`src/rtl/icache_pkg.sv`:
```
// Shared constants, refill state encoding and tag-entry layout for the
// instruction-cache line-fill engine.
package icache_pkg;

   localparam int LINE_WORDS = 8;
   localparam int RAM_AW     = 10;
   localparam int MAX_BURSTS = 1;
   localparam int OFFSET_W   = $clog2(LINE_WORDS);
   localparam int INDEX_W    = RAM_AW - OFFSET_W;
   localparam int TAG_W      = 32 - RAM_AW - 2;

   // Bit positions of the offset, index and tag fields in a byte address
   localparam int OFF_LSB = 2;
   localparam int IDX_LSB = OFF_LSB + OFFSET_W;
   localparam int TAG_LSB = IDX_LSB + INDEX_W;

   typedef enum logic [2:0] {
      ST_IDLE,
      ST_INVAL,
      ST_REQ,
      ST_FILL,
      ST_FINISH
   } refill_state_t;

   typedef struct packed {
      logic             valid;
      logic [TAG_W-1:0] tag;
   } tag_entry_t;

endpackage

```
`src/rtl/icache_refill.sv`:
```
// Line-fill engine: invalidates the tag, bursts a line from memory into the
// data RAM, forwards the critical word and revalidates the tag on success.
module icache_refill
   import icache_pkg::*;
(
   input  logic                clk_i,
   input  logic                rst_i,
   input  logic                miss_valid_i,
   input  logic [31:0]         miss_addr_i,
   output logic                miss_ready_o,
   output logic                mem_rd_o,
   output logic [31:0]         mem_addr_o,
   output logic [7:0]          mem_len_o,
   input  logic                mem_accept_i,
   input  logic                mem_valid_i,
   input  logic [31:0]         mem_data_i,
   input  logic                mem_last_i,
   input  logic                mem_error_i,
   output logic                ram_wr_o,
   output logic [RAM_AW-1:0]   ram_addr_o,
   output logic [31:0]         ram_data_o,
   output logic                tag_wr_o,
   output logic [INDEX_W-1:0]  tag_idx_o,
   output logic [TAG_W:0]      tag_data_o,
   output logic                fwd_valid_o,
   output logic [31:0]         fwd_data_o,
   output logic                done_o,
   output logic                error_o
);

   refill_state_t         state_q, state_d;
   logic [31:OFF_LSB]     addr_q, addr_d;
   logic [OFFSET_W-1:0]   beat_q, beat_d;
   logic                  err_q, err_d;
   logic                  miss_ready_q, miss_ready_d;
   logic                  mem_rd_q, mem_rd_d;
   logic [31:0]           mem_addr_q, mem_addr_d;
   logic [7:0]            mem_len_q, mem_len_d;
   logic                  tag_wr_q, tag_wr_d;
   logic [INDEX_W-1:0]    tag_idx_q, tag_idx_d;
   tag_entry_t            tag_data_q, tag_data_d;
   logic                  done_q, done_d;
   logic                  error_q, error_d;

   logic                  fill_beat;
   logic                  beat_last;
   logic                  beat_ok;
   logic                  unused_byte_bits;

   assign unused_byte_bits = ^miss_addr_i[OFF_LSB-1:0];

   assign fill_beat = (state_q == ST_FILL) && mem_valid_i;
   assign beat_last = (beat_q == OFFSET_W'(LINE_WORDS - 1));
   // Once an error has been seen no further data reaches the RAM or fetch stage
   assign beat_ok   = fill_beat && !err_q && !mem_error_i;

   always_comb begin
      state_d = state_q;
      addr_d  = addr_q;
      beat_d  = beat_q;
      err_d   = err_q;
      case (state_q)
         ST_IDLE: begin
            if (miss_valid_i) begin
               addr_d  = miss_addr_i[31:OFF_LSB];
               beat_d  = '0;
               err_d   = 1'b0;
               state_d = ST_INVAL;
            end
         end
         ST_INVAL: state_d = ST_REQ;
         ST_REQ: begin
            if (mem_accept_i) begin
               beat_d  = '0;
               state_d = ST_FILL;
            end
         end
         ST_FILL: begin
            if (mem_valid_i) begin
               beat_d = beat_q + 1'b1;
               err_d  = err_q | mem_error_i | (mem_last_i && !beat_last);
               if (mem_last_i || beat_last) begin
                  beat_d  = '0;
                  state_d = ST_FINISH;
               end
            end
         end
         ST_FINISH: state_d = ST_IDLE;
         default:   state_d = ST_IDLE;
      endcase

      // Registered outputs are decoded from the state being entered
      miss_ready_d = (state_d == ST_IDLE);
      mem_rd_d     = (state_d == ST_REQ);
      mem_addr_d   = mem_rd_d ? {addr_d[31:IDX_LSB], {IDX_LSB{1'b0}}} : '0;
      mem_len_d    = mem_rd_d ? 8'(LINE_WORDS - 1) : '0;
      tag_wr_d     = (state_d == ST_INVAL) || ((state_d == ST_FINISH) && !err_d);
      tag_idx_d    = tag_wr_d ? addr_d[TAG_LSB-1:IDX_LSB] : '0;
      tag_data_d   = '0;
      if (tag_wr_d) begin
         tag_data_d.valid = (state_d == ST_FINISH);
         tag_data_d.tag   = addr_d[31:TAG_LSB];
      end
      done_d  = (state_d == ST_FINISH);
      error_d = done_d && err_d;
   end

   always_ff @(posedge clk_i or negedge rst_i) begin
      if (!rst_i) begin
         state_q      <= ST_IDLE;
         addr_q       <= '0;
         beat_q       <= '0;
         err_q        <= 1'b0;
         miss_ready_q <= 1'b0;
         mem_rd_q     <= 1'b0;
         mem_addr_q   <= '0;
         mem_len_q    <= '0;
         tag_wr_q     <= 1'b0;
         tag_idx_q    <= '0;
         tag_data_q   <= '0;
         done_q       <= 1'b0;
         error_q      <= 1'b0;
      end else begin
         state_q      <= state_d;
         addr_q       <= addr_d;
         beat_q       <= beat_d;
         err_q        <= err_d;
         miss_ready_q <= miss_ready_d;
         mem_rd_q     <= mem_rd_d;
         mem_addr_q   <= mem_addr_d;
         mem_len_q    <= mem_len_d;
         tag_wr_q     <= tag_wr_d;
         tag_idx_q    <= tag_idx_d;
         tag_data_q   <= tag_data_d;
         done_q       <= done_d;
         error_q      <= error_d;
      end
   end

   assign miss_ready_o = miss_ready_q;
   assign mem_rd_o     = mem_rd_q;
   assign mem_addr_o   = mem_addr_q;
   assign mem_len_o    = mem_len_q;
   assign tag_wr_o     = tag_wr_q;
   assign tag_idx_o    = tag_idx_q;
   assign tag_data_o   = tag_data_q;
   assign done_o       = done_q;
   assign error_o      = error_q;

   // Beat data goes straight through so the critical word costs no extra cycle
   assign ram_wr_o    = beat_ok;
   assign ram_addr_o  = beat_ok ? {addr_q[TAG_LSB-1:IDX_LSB], beat_q} : '0;
   assign ram_data_o  = beat_ok ? mem_data_i : '0;
   assign fwd_valid_o = beat_ok && (beat_q == addr_q[IDX_LSB-1:OFF_LSB]);
   assign fwd_data_o  = fwd_valid_o ? mem_data_i : '0;

endmodule
```
`config.mk`:
```
export PLATFORM = sky130hd
export DESIGN_NAME = icache_refill
export DESIGN_NICKNAME = d
export VERILOG_FILES = /design/src/rtl/icache_pkg.sv /design/src/rtl/icache_refill.sv
export SDC_FILE = /design/constraint.sdc
export NUM_CORES = 1
export LEC_CHECK = 0
export CAP_MARGIN = 20
export CORE_MARGIN = 2
export CORE_UTILIZATION = 40
export CTS_CLUSTER_DIAMETER = 120
export CTS_CLUSTER_SIZE = 16
export DETAILED_ROUTE_END_ITERATION = 16
export GPL_TIMING_DRIVEN = 0
export PLACE_DENSITY_LB_ADDON = 0.2
export SLEW_MARGIN = 0
export SYNTH_ARGS = -nofsm -noshare
export SYNTH_HDL_FRONTEND = slang
export SYNTH_SLANG_ARGS = --single-unit
```
`constraint.sdc`:
```
create_clock -name clk_i -period 1.9 [get_ports clk_i]
set_input_delay 0.285 -clock clk_i [delete_from_list [all_inputs] [get_ports clk_i]]
set_output_delay 0.285 -clock clk_i [all_outputs]
set_load 0.05 [all_outputs]
```
==> results_dict.tcl <==
set metrics [dict create \
    drv_slew 0 \
    yosysWarnings 0 \
    worst-path-stages 7 \
    drcViolationCount 0 \
    ant_nets 0 \
    critPathBufInv 4 \
    initial_core_util 0.410 \
    worst_clock_skew_ps 6.15 \
    synth-seq-cells 97 \
    port-buffer-count 207 \
    max-cap-violations 0 \
    achievable-frequency_ghz 0.447 \
    most_common_cell_type_on_the_critical_path "buf_8" \
    crit_family "buffers and inverters" \
    max-slew-margin-rel 0.565 \
    final_hold_viol_count 0 \
    final_net_count 752 \
    synthesis.area_um2 4200 \
    setup_ws_ps -337 \
    total_power_uw 9370 \
    worst_pin_slew_ps 653 \
    first_pass_grt_wire_length_um 21700 \
    dieWidth_um 106 \
    sequential_fraction_of_the_synthesis_area 0.579 \
    switch_share 0.440 \
    antenna_found_initial 0 \
    power_leakage_uw 0.00379 \
    power.share.combinational 0.552 \
    grt_overflow 0 \
    worst_hold_path.num_cells 4 \
    gr-usage-all-layers 0.248 \
    clk_path_buf_depth 2 \
    cp-end-kind "output port" \
    largest_voltage_drop_on_the_vdd_net_mv 0.775 \
    post_drt_via_cell_ratio 5.25 \
    setup.worst_path.class "reg2out" \
    wp_data_arrival_ps 1950 \
    finalWorstPathRequiredPeriod_ps 2240 \
    holdWs_ps 457 \
    synth_cells 407 \
    final_util 0.775 \
    path_max_fanout 5 \
    antenna_fix_cells 0 \
    most-common-layout-cells "clkdlybuf4s50_1, dfrtp_1, nand2_1" \
    cts_tree "yes" \
    final_layout_size_suffix_gt1_frac 0.389 \
    dpl.hpwl_um 9840 \
    layout_commonest_cell "clkdlybuf4s50_1" \
    internal_power_uw 5250 \
    tritoncts.num_buffers 9 \
    period_share 1.18 \
    finalWirelength_um 17300 \
    run_status "finished with violations" \
    syn_area_per_cell_um2 10.3 \
    maximum_number_of_pins_on_one_net_before_global_route_repair 50 \
    tightest_hold_check_type "in2reg" \
    violations_in_the_final_reports "setup timing" \
    clock_tree.htree_level_count 3 \
    element_type_at_the_critical_path_start "flop" \
    critical-path-max-stage-delay_ps 430 \
    synth_cell_type_count 34 \
    grt_pass1_vias 4091 \
    cts.root.buffer_cell "clkbuf_8" \
    drt-wirelength-per-cell_um 21.1 \
    worstPathCellList "xor2_2 -> nor3_4 -> buf_4 -> buf_6 -> buf_8 -> and2_4 -> buf_8" \
    clk-insertion-delay-late_ps 360 \
    fp.coreArea_um2 10200 \
    unrepaired_setup_endpoints_after_global_routing "true" \
    length_of_the_first_detailed_routing_pass_in_iterations 5 \
    globalplace.congestion 0.784 \
    die_area_um2 11300 \
    syn2layout_area_growth_pct 88.9 \
    seq_power_share 0.320 \
    worst_path_cell_with_the_longest_stage_delay "dfrtp_1" \
    num_vias 4298 \
    power.clock.fraction 0.128 \
    rr_worst_depth 7 \
    number_of_clock_sinks_seen_by_cts 97 \
    design.portCount 220 \
    detailed_router_s_first_iteration_violation_count 261 \
    clk_pin_slew_ps 90 \
    worst_ep_required_time_ps 1620 \
    total_setup_violations_reported_at_the_end_of_the_flow 76 \
    die_h_um 106 \
    powerDensity_nw_per_um2 1180 \
    placement_rows 37 \
    p_sw_uw 4120 \
]
==> synthesized netlist by cell type <==
cell      instances  area [um^2]
dfrtp_1          97         2430
a21oi_1          29          145
nor2_1            5         18.8
or4_1             1         7.51
a22o_1           27          236
nor3b_1           1         7.51
xor2_1            3         26.3
nor3_1            5         25.0
a31o_2            1         8.76
nand3_1           2         10.0
buf_4            17          128
nor2b_1           1         6.26
and4b_1           1         10.0
conb_1            1         3.75
clkbuf_1         14         52.6
o21ai_0           2         10.0
and3_1           42          263
and2_1           34          213
a21boi_0          1         7.51
or4b_1            1         10.0
nor4b_4           1         23.8
and3_4            1         11.3
o211ai_1          2         15.0
buf_2             8         40.0
o21bai_2          1         11.3
ha_1              2         25.0
o31ai_1           1         7.51
a32oi_1           2         17.5
buf_6             3         33.8
mux2i_1           1         10.0
clkbuf_2          1         5.00
nand2_1          94          353
or2_2             3         18.8
inv_1             2         7.51
==> kinds of logic (layout without fill, tap and decap cells) <==
kind of cell | count (synthesis) | count (layout) | synth area share
AND/OR/NAND/NOR | 192 | 192 | 0.233
flip-flops | 97 | 97 | 0.579
AO/OA/AOI/OAI | 66 | 66 | 0.109
buffers and inverters | 45 | 311 | 0.0635
XOR/XNOR | 3 | 3 | 0.00626
adder cells (fa/ha/maj) | 2 | 2 | 0.00596
other | 1 | 10 | 0.000894
multiplexers | 1 | 1 | 0.00239
==> layout make-up <==
class	instances	area, um^2
repair buffers	253	2910
well taps	136	170
clock inverters	2	15.0
multi-input cells	274	1870
clock buffers	12	155
fillers	626	2300
flip-flops and latches	97	2430
inverters	2	7.51
plain buffers	42	364
==> worst min-delay path, stage by stage <==
cell and delay, ps:
dlygate4sd2_1 240, o21ai_0 100, nand3_1 90, a21oi_1 60
==> per-stage QoR <==
step	cells	TNS, ps	area, um^2	setup slack, ps
final	818	-16590	7930	-337
after global routing	818	-20180	7930	-397
after CTS	790	-13720	7510	-275
after detailed placement	760	-84640	6650	-1360
after global placement	759	-367670	6620	-2920
after floorplan	416	-1760	4380	-108
==> sequential cells by signal (all words and copies together), names as in the netlist <==
register,count
addr_q,30
mem_addr_o,27
err_q,1
tag_wr_o,1
tag_idx_o,7
beat_q,3
error_o,1
tag_data_o,21
miss_ready_o,1
mem_len_o,1
done_o,1
state_q,3
==> power by group through the flow <==
stage / Combinational [uW] / Clock [uW] / Sequential [uW]
2_1_floorplan: 1670 / 0 / 3890
3_3_place_gp: 3870 / 0 / 2980
3_5_place_dp: 3970 / 0 / 3010
4_1_cts: 4560 / 1230 / 2980
5_1_grt: 5430 / 1310 / 3060
6_report: 5180 / 1200 / 3000
==> final timing paths <==
kind                                            end  slack [ps]             startpoint
setup reg to reg              beat_q[0]$_DFFE_PN0P_          10  beat_q[0]$_DFFE_PN0P_
hold / removal                 state_q[0]$_DFF_PN0_         460            mem_valid_i
setup / recovery                     fwd_data_o[23]        -340  addr_q[2]$_DFFE_PN0P_
min in group asynchronous  mem_addr_o[15]$_DFF_PN0_         480                  rst_i
hold reg to reg            tag_data_o[12]$_DFF_PN0_         500   addr_q[24]$_DFF_PN0_
max in group asynchronous     beat_q[2]$_DFFE_PN0P_         750                  rst_i
==> timing repair <==
| item | CTS | global route |
|---|---|---|
| resized for setup | 674 | 55 |
| gates cloned | 5 | 2 |
| hold endpoints to repair | 48 | 0 |
| hold buffers | 1 | 0 |
| buffers inserted | 10 | 27 |
| endpoints found under the setup margin | 86 | 100 |
| pin swaps | 39 | 13 |
==> routing by layer <==
layer  vias to the layer above  wire length, um  GRT usage
met5                         -                0          0
met4                         0             1100     0.0937
met3                        63             1510     0.0711
met2                       239             8930      0.462
met1                      2102             5740      0.265
li1                       1894                -          -
Note: power is estimated with default switching activity, not from simulation.
